==> config.mk <==
export PLATFORM = sky130hd
export DESIGN_NAME = toggle_period_meter
export DESIGN_NICKNAME = d
export VERILOG_FILES = /design/src/rtl/toggle_period_meter_pkg.sv /design/src/rtl/toggle_period_meter_sync_edge_det.sv /design/src/rtl/toggle_period_meter.sv
export SDC_FILE = /design/constraint.sdc
export NUM_CORES = 1
export LEC_CHECK = 0
export BUFFER_PORTS_ARGS = -buffer_cell sky130_fd_sc_hd__buf_4
export CAP_MARGIN = 20
export CORE_ASPECT_RATIO = 1.5
export CORE_MARGIN = 2
export CORE_UTILIZATION = 55
export CTS_CLUSTER_SIZE = 25
export DETAILED_ROUTE_END_ITERATION = 6
export PLACE_DENSITY = 0.79
export SETUP_SLACK_MARGIN = 0.5
export SYNTH_ARGS = -nofsm -noshare
export SYNTH_HDL_FRONTEND = slang
export SYNTH_HIERARCHICAL = 1
export SYNTH_SLANG_ARGS = --single-unit
export TNS_END_PERCENT = 5
==> constraint.sdc <==
create_clock -name clk -period 3.4 [get_ports clk]
set_input_delay 0.51 -clock clk [delete_from_list [all_inputs] [get_ports clk]]
set_output_delay 0.51 -clock clk [all_outputs]
set_load 0.02 [all_outputs]
==> src/rtl/toggle_period_meter_pkg.sv <==
// Shared definitions for the toggle period meter and the clock divider that feeds it.
// Keeping the state encoding and the default half-period here lets both sides agree.
package toggle_period_meter_pkg;

  // Measurement FSM states
  typedef enum logic [1:0] {
    IDLE    = 2'd0,
    MEASURE = 2'd1,
    STALL   = 2'd2
  } meter_state_e;

  // Default expected half-period in clk cycles (divider compare value + 1)
  localparam int DEFAULT_EXPECT_HALF = 833335;

endpackage

==> src/rtl/toggle_period_meter_sync_edge_det.sv <==
// Two-flop synchronizer for an asynchronous square wave plus an edge flop.
// level is the synchronized copy; edge_seen is high for one cycle after each level change.
module sync_edge_det (
  input  logic clk,
  input  logic reset,
  input  logic sig_in,
  output logic level,
  output logic edge_seen
);

  logic s1;
  logic s2;
  logic s3;

  // Synchronizer chain followed by a delay flop used for edge detection
  always_ff @(posedge clk or negedge reset) begin
    if (!reset) begin
      s1 <= 1'b0;
      s2 <= 1'b0;
      s3 <= 1'b0;
    end else begin
      s1 <= sig_in;
      s2 <= s1;
      s3 <= s2;
    end
  end

  assign level     = s2;
  assign edge_seen = s2 ^ s3;

endmodule

==> src/rtl/toggle_period_meter.sv <==
// Measures each half-period of an asynchronous square wave in clk cycles, flags a stalled
// input, and reports lock once enough consecutive measurements fall inside the tolerance window.
module toggle_period_meter
  import toggle_period_meter_pkg::*;
#(
  parameter int CNT_W       = 25,
  parameter int TIMEOUT     = 2000000,
  parameter int EXPECT_HALF = DEFAULT_EXPECT_HALF,
  parameter int TOL         = 16,
  parameter int LOCK_N      = 4
) (
  input  logic             clk,
  input  logic             reset,
  input  logic             sig_in,
  output logic             level,
  output logic [CNT_W-1:0] half_period,
  output logic             period_valid,
  output logic             in_tol,
  output logic             stalled,
  output logic             locked
);

  localparam int               LCW      = (LOCK_N < 1) ? 1 : $clog2(LOCK_N + 1);
  localparam logic [CNT_W:0]   TOL_HI   = (CNT_W+1)'(EXPECT_HALF + TOL);
  localparam logic [CNT_W:0]   TOL_LO   = (EXPECT_HALF > TOL) ? (CNT_W+1)'(EXPECT_HALF - TOL) : '0;
  localparam logic [CNT_W-1:0] CNT_MAX  = CNT_W'(TIMEOUT);
  localparam logic [CNT_W-1:0] CNT_ONE  = CNT_W'(1);
  localparam logic [LCW-1:0]   LOCK_MAX = LCW'(LOCK_N);

  meter_state_e     state;
  meter_state_e     state_nxt;
  logic [CNT_W-1:0] cnt;
  logic [LCW-1:0]   lock_cnt;
  logic             edge_seen;
  logic             meas_ok;

  sync_edge_det u_sync (
    .clk       (clk),
    .reset     (reset),
    .sig_in    (sig_in),
    .level     (level),
    .edge_seen (edge_seen)
  );

  // State register
  always_ff @(posedge clk or negedge reset) begin
    if (!reset) begin
      state <= IDLE;
    end else begin
      state <= state_nxt;
    end
  end

  // Next-state logic; an edge always takes priority over the timeout
  always_comb begin
    state_nxt = state;
    case (state)
      IDLE:    if (edge_seen) state_nxt = MEASURE;
      MEASURE: if (!edge_seen && (cnt == CNT_MAX)) state_nxt = STALL;
      STALL:   if (edge_seen) state_nxt = MEASURE;
      default: state_nxt = IDLE;
    endcase
  end

  // Tolerance window test on the running count (one extra bit so the upper bound cannot wrap) and lock flag
  always_comb begin
    meas_ok = ({1'b0, cnt} >= TOL_LO) && ({1'b0, cnt} <= TOL_HI);
    locked  = (lock_cnt == LOCK_MAX);
  end

  // Interval counter, measurement capture, stall flag and lock counter
  always_ff @(posedge clk or negedge reset) begin
    if (!reset) begin
      cnt          <= '0;
      half_period  <= '0;
      period_valid <= 1'b0;
      in_tol       <= 1'b0;
      stalled      <= 1'b0;
      lock_cnt     <= '0;
    end else begin
      period_valid <= 1'b0;
      case (state)
        IDLE: begin
          cnt <= edge_seen ? CNT_ONE : '0;
        end
        MEASURE: begin
          if (edge_seen) begin
            half_period  <= cnt;
            cnt          <= CNT_ONE;
            period_valid <= 1'b1;
            in_tol       <= meas_ok;
            if (!meas_ok) begin
              lock_cnt <= '0;
            end else if (lock_cnt != LOCK_MAX) begin
              lock_cnt <= lock_cnt + 1'b1;
            end
          end else if (cnt == CNT_MAX) begin
            stalled  <= 1'b1;
            lock_cnt <= '0;
          end else begin
            cnt <= cnt + 1'b1;
          end
        end
        STALL: begin
          if (edge_seen) begin
            cnt     <= CNT_ONE;
            stalled <= 1'b0;
          end
        end
        default: begin
          cnt <= '0;
        end
      endcase
    end
  end

endmodule
==> results of run 1 <==
per-stage QoR:
| step | hold slack [ps] | total power, mW | util, % | cell area (sq um) |
|---|---|---|---|---|
| global placement | 335.3 | 0.9241 | 62.35 | 3221 |
| detailed placement | 337.8 | 0.9271 | 62.35 | 3221 |
| finish | 231.0 | 1.449 | 65.43 | 3379 |
| global route | 271.9 | 1.512 | 65.43 | 3379 |
| CTS | 271.7 | 1.464 | 65.43 | 3379 |
| floorplan | 214.4 | 0.8701 | - | 2942 |
critical path: stages, from the launching register on:
cell and delay (ps):
dfrtp_1 410, or4_4 580, or4_4 540, nor2_1 250, mux2_1 350, a22oi_1 140, nor2_1 60
cell usage after synthesis, drive strengths merged (6+ instances only):
cell type / number
nor2: 28
mux2: 22
nor3: 11
inv: 8
nand4: 6
nand2: 21
xor2: 15
clkbuf: 15
nand3: 10
dfrtp: 61
o21ai: 12
per-layer routing:
layer	part of all wire, %	wire, microns	GRT usage [%]	vias up
met2	52	3106	36.84	46
met4	2.2	132	12.50	0
li1	-	-	-	1038
met1	42	2491	27.03	1082
met5	0	0	0	-
met3	3.2	189	5.656	12
cell families after synthesis:
group	Yosys count	share of synthesized area [%]
adders and majority gates	4	1.701
buffers and inverters	24	3.105
DFF	61	51.89
xor gates and xnor gates	20	5.955
AOI/OAI and AO/OA	35	7.784
and+or+nand+nor	112	20.80
muxes	23	8.762
flip-flops by register name, summed over array words and instances (netlist names), 2 cells and up:
| signal | cells |
|---|---|
| cnt | 25 |
| state | 2 |
| half_period | 25 |
| lock_cnt | 3 |
power by group:
group	switching (mW)	leakage, nW	internal, mW
registers	0.0200	0.829	0.747
logic	0.0898	0.665	0.0526
clock network	0.261	0.0833	0.279
total	0.371	1.58	1.08
cells in the final DEF, fill, tap and decap left out, types with 3 or more instances in the layout:
cell type	instances
nand2b_1	3
inv_1	8
nor3_1	10
nand4_1	6
nor2b_1	5
nand3_1	10
dfrtp_1	61
o21ai_0	10
clkbuf_1	3
or4_4	3
nand2_1	21
xor2_1	15
nor2_1	28
nor4_1	4
mux2_2	21
buf_4	34
o211ai_1	3
a21oi_1	5
ha_1	4
a31oi_1	3
clkbuf_8	10
xnor2_1	5
or3_1	4
worst max-delay path by stage:
stage	startpoint	to	slack [ps]
final	cnt[22]	cnt[1]	970
after global routing	cnt[3]	cnt[24]	830
after CTS	cnt[22]	cnt[1]	980
after detailed placement	cnt[22]	cnt[1]	990
after global placement	cnt[22]	cnt[1]	1040
after floorplan	cnt[22]	cnt[1]	1110
layout make-up:
cell class / count / area [sq um]
clock buffer: 13 / 148.9
clock inverter: 2 / 10.01
fill: 427 / 1785
inverter: 8 / 30.03
multi-input combinational: 194 / 1324
sequential: 61 / 1526
tap: 68 / 85.08
timing repair buffer: 34 / 255.2
==> impl_metrics.tcl, run 1 <==
set metrics [dict create \
    status "complete, no violations" \
    io_pins 33 \
    synth-main-ff-cell "dfrtp_1" \
    relSlewSlack_pct 47.03 \
    cp-start-kind "flop" \
    arrival_ps 2650 \
    vias 2178 \
    diodes 0 \
    syn_inst 279 \
    yosys_register_bits 61 \
    dr.first_iter.drc_count 116 \
    rows 32 \
    synth_area_leaders "dfrtp_1 52%, mux2_2 8.0%, xor2_1 4.5%, nor2_1 3.6%, nand2_1 2.7%" \
    h-tree-depth 3 \
    synth_warnings 6 \
    grt_pass1_wl_mm 10.15 \
    setup_tns_ps 0 \
    vias_per_cell 5.732 \
    r2r-end "cnt[1]" \
    synth_top_cell_by_area "dfrtp_1" \
    clkLatencyLatePin_ps 330 \
    crit_path_end_kind "flop" \
    synth_nets 286 \
    fin_ws_ps 966.6 \
    dp_slack_ps 988.8 \
    grt-ovfl-total 0 \
    grt_max_degree 62 \
    antenna_found_initial 0 \
    maxSlewViolCount 0 \
    root_buffer "clkbuf_8" \
    core_sq_um 5165 \
    crit_type "reg -> reg" \
    synthArstFlopShare_pct 100.0 \
    max_freq_mhz 411.0 \
    p_per_area_nw_per_um2 428.8 \
    num-nets-final 315 \
    post-route-period-util_pct 71.57 \
    synth_cell_types 48 \
    hold_viol 0 \
    max_cap_viol_count 0 \
    reg2reg_depth 6 \
    synth_edf_count 0 \
    layout.cells.non_filler 380 \
    hp-class "in -> async" \
    synth_area_sq_um 2942 \
    rsz0062_at_grt "false" \
    p_leak_nw 1.577 \
    critPathMaxFanout 4 \
    regToRegSetupSlack_ps 970 \
    numPortBuffers 32 \
    cts-resized-gates 0 \
    drive_gt1_share_pct 24.04 \
    cts_tree "done" \
    syn_area_per_cell_sq_um 10.54 \
    fp.dieArea_sq_um 5961 \
    first_pass_iters 4 \
    clockBufferDepth 2 \
    dp.cells 365 \
    hpwl_mm 4.147 \
    yosys.area.top_type_share_pct 51.89 \
    drc 0 \
    post-cts-setup-buffers 0 \
    worstMarginPinSlew_ps 788.4 \
    ctsHoldBuffers 0 \
    die_h_microns 93.57 \
    period_minus_slack_ps 2433 \
    numClockSinks 61 \
    ant_nets 0 \
    gp_routability_congestion 0.8527 \
    start_util_pct 56.95 \
    routed_wirelength_mm 5.919 \
    synth_seq_area_share_pct 51.89 \
    grt_pass1_vias 2204 \
    die_w_microns 63.71 \
    skew_ps 4.421 \
    cp_data_required_time_ps 3620 \
    cts_buffers 9 \
    ir_drop_uv 311.4 \
    wl_per_cell_microns 15.58 \
    clk_pin_slew_ps 60 \
    r2r-start "cnt[22]" \
    grt_use_total_pct 22.53 \
    setup_viol 0 \
    areaGrowthSynthToFinish_pct 14.89 \
]
No activity file was read; power rests on OpenSTA's default activity.
==> run 2: changes to the inputs <==
- CORE_UTILIZATION: 55 -> 52
- PLACE_DENSITY: 0.79 -> 0.78
- clock period: 3.4 -> 2.1 ns (I/O delays scaled with it)
==> run 2 against run 1 <==
The run now ends with setup timing left. Clock skew grew 0.90 ps. Clock-buffer cell count is 1 higher. Sequential share of layout area fell by 4.8 points. Setup slack worse by 1100 ps. Sequential power increased by 62%. Critical path type unchanged. Largest cell class unchanged.
==> impl_metrics.tcl, run 2 (synthesis results as in run 1) <==
set metrics [dict create \
    status "finished with violations" \
    violations "setup timing" \
    layout_common_cells "61 x dfrtp_1, 61 x buf_4, 27 x nor2_1" \
    clockBufferDepth 2 \
    drc 0 \
    die_w_microns 65.41 \
    diodes 0 \
    skew_ps 5.321 \
    p_leak_nw 1.788 \
    max_cap_viol_count 0 \
    vias_per_cell 5.670 \
    cts_buffers 9 \
    period_minus_slack_ps 2191 \
    worstMarginPinSlew_ps 742.4 \
    relSlewSlack_pct 50.51 \
    numPortBuffers 32 \
    n_fill_cell 425 \
    grt_use_total_pct 23.09 \
    clk_pin_slew_ps 60 \
    sw_frac_of_total_pct 25.32 \
    grt_pass1_vias 2363 \
    largestRegisters "cnt x25, half_period x25, lock_cnt x3" \
    rsz0062_at_grt "true" \
    hpwl_mm 4.720 \
    routed_wirelength_mm 6.722 \
    vias 2336 \
    p_per_area_nw_per_um2 662.2 \
    cp_data_required_time_ps 2380 \
    post-cts-setup-buffers 0 \
    die_h_microns 96.12 \
    max_freq_mhz 456.5 \
    ir_drop_uv 460.9 \
    fin_ws_ps -90.79 \
    io_pins 33 \
    num-nets-final 345 \
    crit_path_end_kind "flop" \
    post-route-period-util_pct 104.3 \
    clkLatencyLatePin_ps 340 \
    grt-ovfl-total 0 \
    p_switching_mw 0.6345 \
    core_sq_um 5450 \
    ant_nets 0 \
    internal-power_mw 1.871 \
    wl_per_cell_microns 16.32 \
    setup_viol 5 \
    arrival_ps 2470 \
    cts_tree "done" \
    gp_routability_congestion 0.8590 \
    final_area_sq_um 3784 \
    drive_gt1_share_pct 37.13 \
    clkPwrFrac_pct 37.6 \
    root_buffer "clkbuf_8" \
    crit_type "reg -> reg" \
    dr.first_iter.drc_count 159 \
    hp-class "in -> async" \
    regToRegSetupSlack_ps -90 \
    antenna_found_initial 0 \
    grt_max_degree 62 \
    dp_slack_ps -100.9 \
    start_util_pct 53.97 \
    numClockSinks 61 \
    dpl-instance-area_sq_um 3460 \
    cp-start-kind "flop" \
    maxSlewViolCount 0 \
    fp.dieArea_sq_um 6287 \
    rows 33 \
    ctsHoldBuffers 0 \
    first_pass_iters 4 \
    final_util_pct 69.42 \
    r2r-start "cnt[23]" \
    startpoint "cnt[23]" \
    grt_pass1_wl_mm 10.82 \
    critPathMaxFanout 5 \
    pwr-share-seq_pct 49.5 \
    areaGrowthSynthToFinish_pct 28.63 \
    pwr-share-comb_pct 12.9 \
    hold_viol 0 \
    h-tree-depth 3 \
]
-- run 2: cell types whose count changed in the layout (fill, tap and decap cells not counted), sizes merged --
| cell | previous run | this run |
|---|---|---|
| clkinv | 2 | 1 |
| clkbuf | 13 | 14 |
| buf | 34 | 64 |
-- run 2: power by group through the flow --
| stage | Sequential, mW | Combinational (mW) | Clock, mW |
|---|---|---|---|
| detailed placement | 1.26 | 0.297 | 0 |
| finish | 1.24 | 0.323 | 0.942 |
| floorplan | 1.28 | 0.137 | 0 |
| global placement | 1.26 | 0.290 | 0 |
| global route | 1.24 | 0.351 | 1.01 |
| CTS | 1.24 | 0.317 | 0.958 |
-- run 2: routing by layer --
metal / GRT usage (%) / part of all wire (%)
met1: 26.39 / 40
met2: 41.07 / 53
met3: 5.614 / 3.7
met4: 9.375 / 2.5
met5: 0 / 0
-- run 2: what timing repair did --
| item | 4_1_cts | 5_1_grt |
|---|---|---|
| setup endpoints to repair | 58 | 59 |
| pin swaps | 2 | 4 |
| cloned | 0 | 0 |
| gates resized for setup | 11 | 19 |
-- run 2: metrics by stage --
stage	TNS, ps	power (mW)	hold slack, ps	std cells
final	-247.6	2.506	41.38	412
after global routing	-855.6	2.604	67.81	412
after CTS	-142.9	2.515	60.86	412
after detailed placement	-409.3	1.555	341.8	397
after global placement	-110.8	1.546	334.7	397
after floorplan	-47.18	1.416	19.41	279
-- run 2: cell type report --
class,count,area (sq um),share of cell area [%]
Timing Repair Buffer,64,500.5,13.23
Multi-Input combinational cell,194,1461,38.62
Clock inverter,1,5.005,0.1323
Sequential cell,61,1526,40.34
Inverter,8,30.03,0.7937
Tap cell,70,87.58,2.315
Clock buffer,14,172.7,4.564
-- run 2: final timing paths --
path                                 to  cells past startpoint
hold / removal             u_sync/level                      1
max in group asynchronous       cnt[18]                      1
setup / recovery            lock_cnt[2]                      6
min in group clk              u_sync/s1                      1
setup reg to reg            lock_cnt[2]                      6
hold reg to reg            u_sync/level                      0
-- run 2: critical path, cell delays in order, from the launching register on --
cell	delay, ps
dfrtp_1	380
or4_4	540
or4_4	480
nor4_4	380
buf_4	190
o211ai_1	80
nand2_1	80
==> run 3: changes to the inputs <==
- CORE_UTILIZATION: 52 -> 53
- PLACE_DENSITY: 0.78 -> 0.75
- SYNTH_HIERARCHICAL: 1 -> default
==> run 3 against run 2 <==
The run now ends clean. Hold slack lost 29 ps. Critical path type unchanged. Register-to-register slack gained 280 ps. First-iteration DRC count shrank 5.7%. Combinational power shrank 11%. Highest routed layer unchanged. Critical path depth is the same. Sequential cell count is the same. Synthesized area grew 3.7%. Clock-buffer cell count shrank 3.
==> impl_metrics.tcl, run 3 <==
set metrics [dict create \
    final_common_cell "nand2_1" \
    period_minus_slack_ps 1906 \
    internal-power_mw 1.736 \
    grt-ovfl-total 0 \
    worstMarginPinSlew_ps 762.9 \
    root_buffer "clkbuf_8" \
    grt_pass1_wl_mm 11.36 \
    p_per_area_nw_per_um2 646.8 \
    crit_path_end_kind "flop" \
    ctsHoldBuffers 0 \
    cp_data_required_time_ps 2370 \
    regArea_sq_um 1533 \
    synthArstFlopShare_pct 100.0 \
    drc 0 \
    p_leak_nw 1.808 \
    syn_inst 333 \
    antenna_found_initial 0 \
    syn_area_per_cell_sq_um 9.160 \
    setup_tns_ps 0 \
    synth_warnings 0 \
    num-nets-final 389 \
    maxSlewViolCount 0 \
    startpoint "cnt[5]" \
    yosys_register_bits 61 \
    drive_gt1_share_pct 26.36 \
    critPathMaxFanout 7 \
    multi_input_area_sq_um 1490 \
    routed_wirelength_mm 6.799 \
    start_util_pct 55.13 \
    synth_seq_area_share_pct 50.04 \
    hp-class "in -> async" \
    arrival_ps 2170 \
    synth_area_leaders "dfrtp_1 50%, nand2_1 11%, xnor2_1 3.2%, nor2_1 3.0%, a21oi_1 2.6%" \
    layout_common_cells "89 x nand2_1, 56 x dfrtp_1, 55 x buf_4" \
    power_mw 2.399 \
    pwr-share-comb_pct 12.0 \
    status "complete, no violations" \
    vias_per_cell 5.521 \
    final_util_pct 67.03 \
    ir_drop_uv 687.8 \
    setup_viol 0 \
    numPortBuffers 32 \
    synth_nets 340 \
    slowest_delay_ps 500 \
    wl_per_cell_microns 14.88 \
    cts_buffers 9 \
    synth_cell_types 57 \
    crit_chain "and4_1 -> nand3_1 -> nor2_4 -> nand2_2 -> or3_1 -> a21oi_1" \
    relSlewSlack_pct 49.14 \
    post-route-period-util_pct 90.76 \
    p_switching_mw 0.6632 \
    core_sq_um 5533 \
    areaGrowthSynthToFinish_pct 21.58 \
    synth-main-ff-cell "dfrtp_1" \
    whs_ps 12.47 \
    ant_nets 0 \
    yosys.area.top_type_share_pct 50.04 \
    synth.most_common_cell "nand2_1" \
    ys_top_cells_by_count "90 x nand2_1, 61 x dfrtp_1, 24 x nor2_1, 16 x a21oi_1, 14 x o21ai_0" \
    sw_frac_of_total_pct 27.65 \
    die_w_microns 65.95 \
    cp-start-kind "flop" \
    clk_pin_slew_ps 70 \
    skew_ps 5.440 \
    r2r-start "cnt[5]" \
    max_cap_viol_count 0 \
    first_pass_iters 4 \
    grt_pass1_vias 2425 \
    io_pins 33 \
    rsz0062_at_grt "true" \
    cpMaxStageDelayCell "dfrtp_1" \
    clkPwrFrac_pct 35.9 \
    n_fill_cell 475 \
    dr.first_iter.drc_count 150 \
    crit_type "reg -> reg" \
    fp.dieArea_sq_um 6391 \
    vias 2523 \
    grt_max_degree 62 \
    h-tree-depth 3 \
    largestRegisters "cnt x25, half_period x25, lock_cnt x3" \
    synth_edf_count 0 \
    gp_routability_congestion 0.9020 \
    clockBufferDepth 2 \
    die_h_microns 96.92 \
    diodes 0 \
    numClockSinks 61 \
    hold_viol 0 \
    grt_use_total_pct 23.28 \
    max_freq_mhz 524.6 \
    clkLatencyLatePin_ps 340 \
    synth_area_sq_um 3050 \
    cts_tree "done" \
    hpwl_mm 4.674 \
    synth_top_cell_by_area "dfrtp_1" \
    pwr-share-seq_pct 52.1 \
    rows 33 \
]
## run 3: what timing repair did
| item | 4_1_cts | 5_1_grt |
|---|---|---|
| buffers inserted | 7 | 5 |
| setup endpoints to repair | 58 | 58 |
| gates resized for setup | 6 | 13 |
| pin swaps | 3 | 2 |
## run 3: cell families after synthesis
group                      after synthesis  share of synthesized area (%)
DFF                                     61                          50.04
buffers and inverters                   24                          3.732
xor gates and xnor gates                18                          5.661
adders and majority gates                4                          1.641
and+or+nand+nor                        173                          27.32
AOI/OAI and AO/OA                       53                          11.61
## run 3: path summary, 6_finish.rpt
| check | slack, ps | endpoint | cells after the start |
|---|---|---|---|
| setup reg to reg | 190 | cnt[20] | 6 |
| max in group asynchronous | 1500 | cnt[13] | 1 |
| setup / recovery | 190 | cnt[20] | 6 |
| min in group clk | 80 | u_sync.s1 | 1 |
| hold reg to reg | 360 | u_sync.level | 0 |
| hold / removal | 10 | half_period[21] | 1 |
## run 3: layout make-up
class	instances	area share, %
clock inverters	5	0.7422
repair buffers	55	11.13
multi-input cells	248	40.18
well taps	70	2.362
clock buffers	11	3.543
inverters	7	0.7085
flip-flops and latches	61	41.33
## run 3: per-stage QoR
step / cells / worst slack [ps] / area, sq um
final: 457 / 194.0 / 3709
after global routing: 457 / 114.8 / 3709
after CTS: 452 / 218.9 / 3621
after detailed placement: 429 / 190.8 / 3388
after global placement: 429 / 229.1 / 3388
after floorplan: 333 / 365.6 / 3065
## run 3: worst max-delay path, delay by kind of cell, from the launching register on
| kind | cells | cell delay (ps) |
|---|---|---|
| AOI/OAI and AO/OA | 1 | 140 |
| DFF | 1 | 500 |
| and+or+nand+nor | 5 | 1190 |
## run 3: power by group through the flow
stage                     Sequential, mW  Combinational, mW  Clock (mW)
after detailed placement            1.27              0.269           0
after global routing                1.25              0.318       0.935
after CTS                           1.25              0.290       0.879
after global placement              1.27              0.265           0
final                               1.25              0.288       0.861
after floorplan                     1.29              0.138           0
## run 3: metal layers
| metal | up-vias | global-route usage, % | wire length (microns) |
|---|---|---|---|
| li1 | 1241 | - | - |
| met1 | 1209 | 28.87 | 2754 |
| met2 | 57 | 37.22 | 3563 |
| met3 | 16 | 3.140 | 284 |
| met4 | 0 | 15.07 | 196 |
| met5 | - | 0 | 0 |
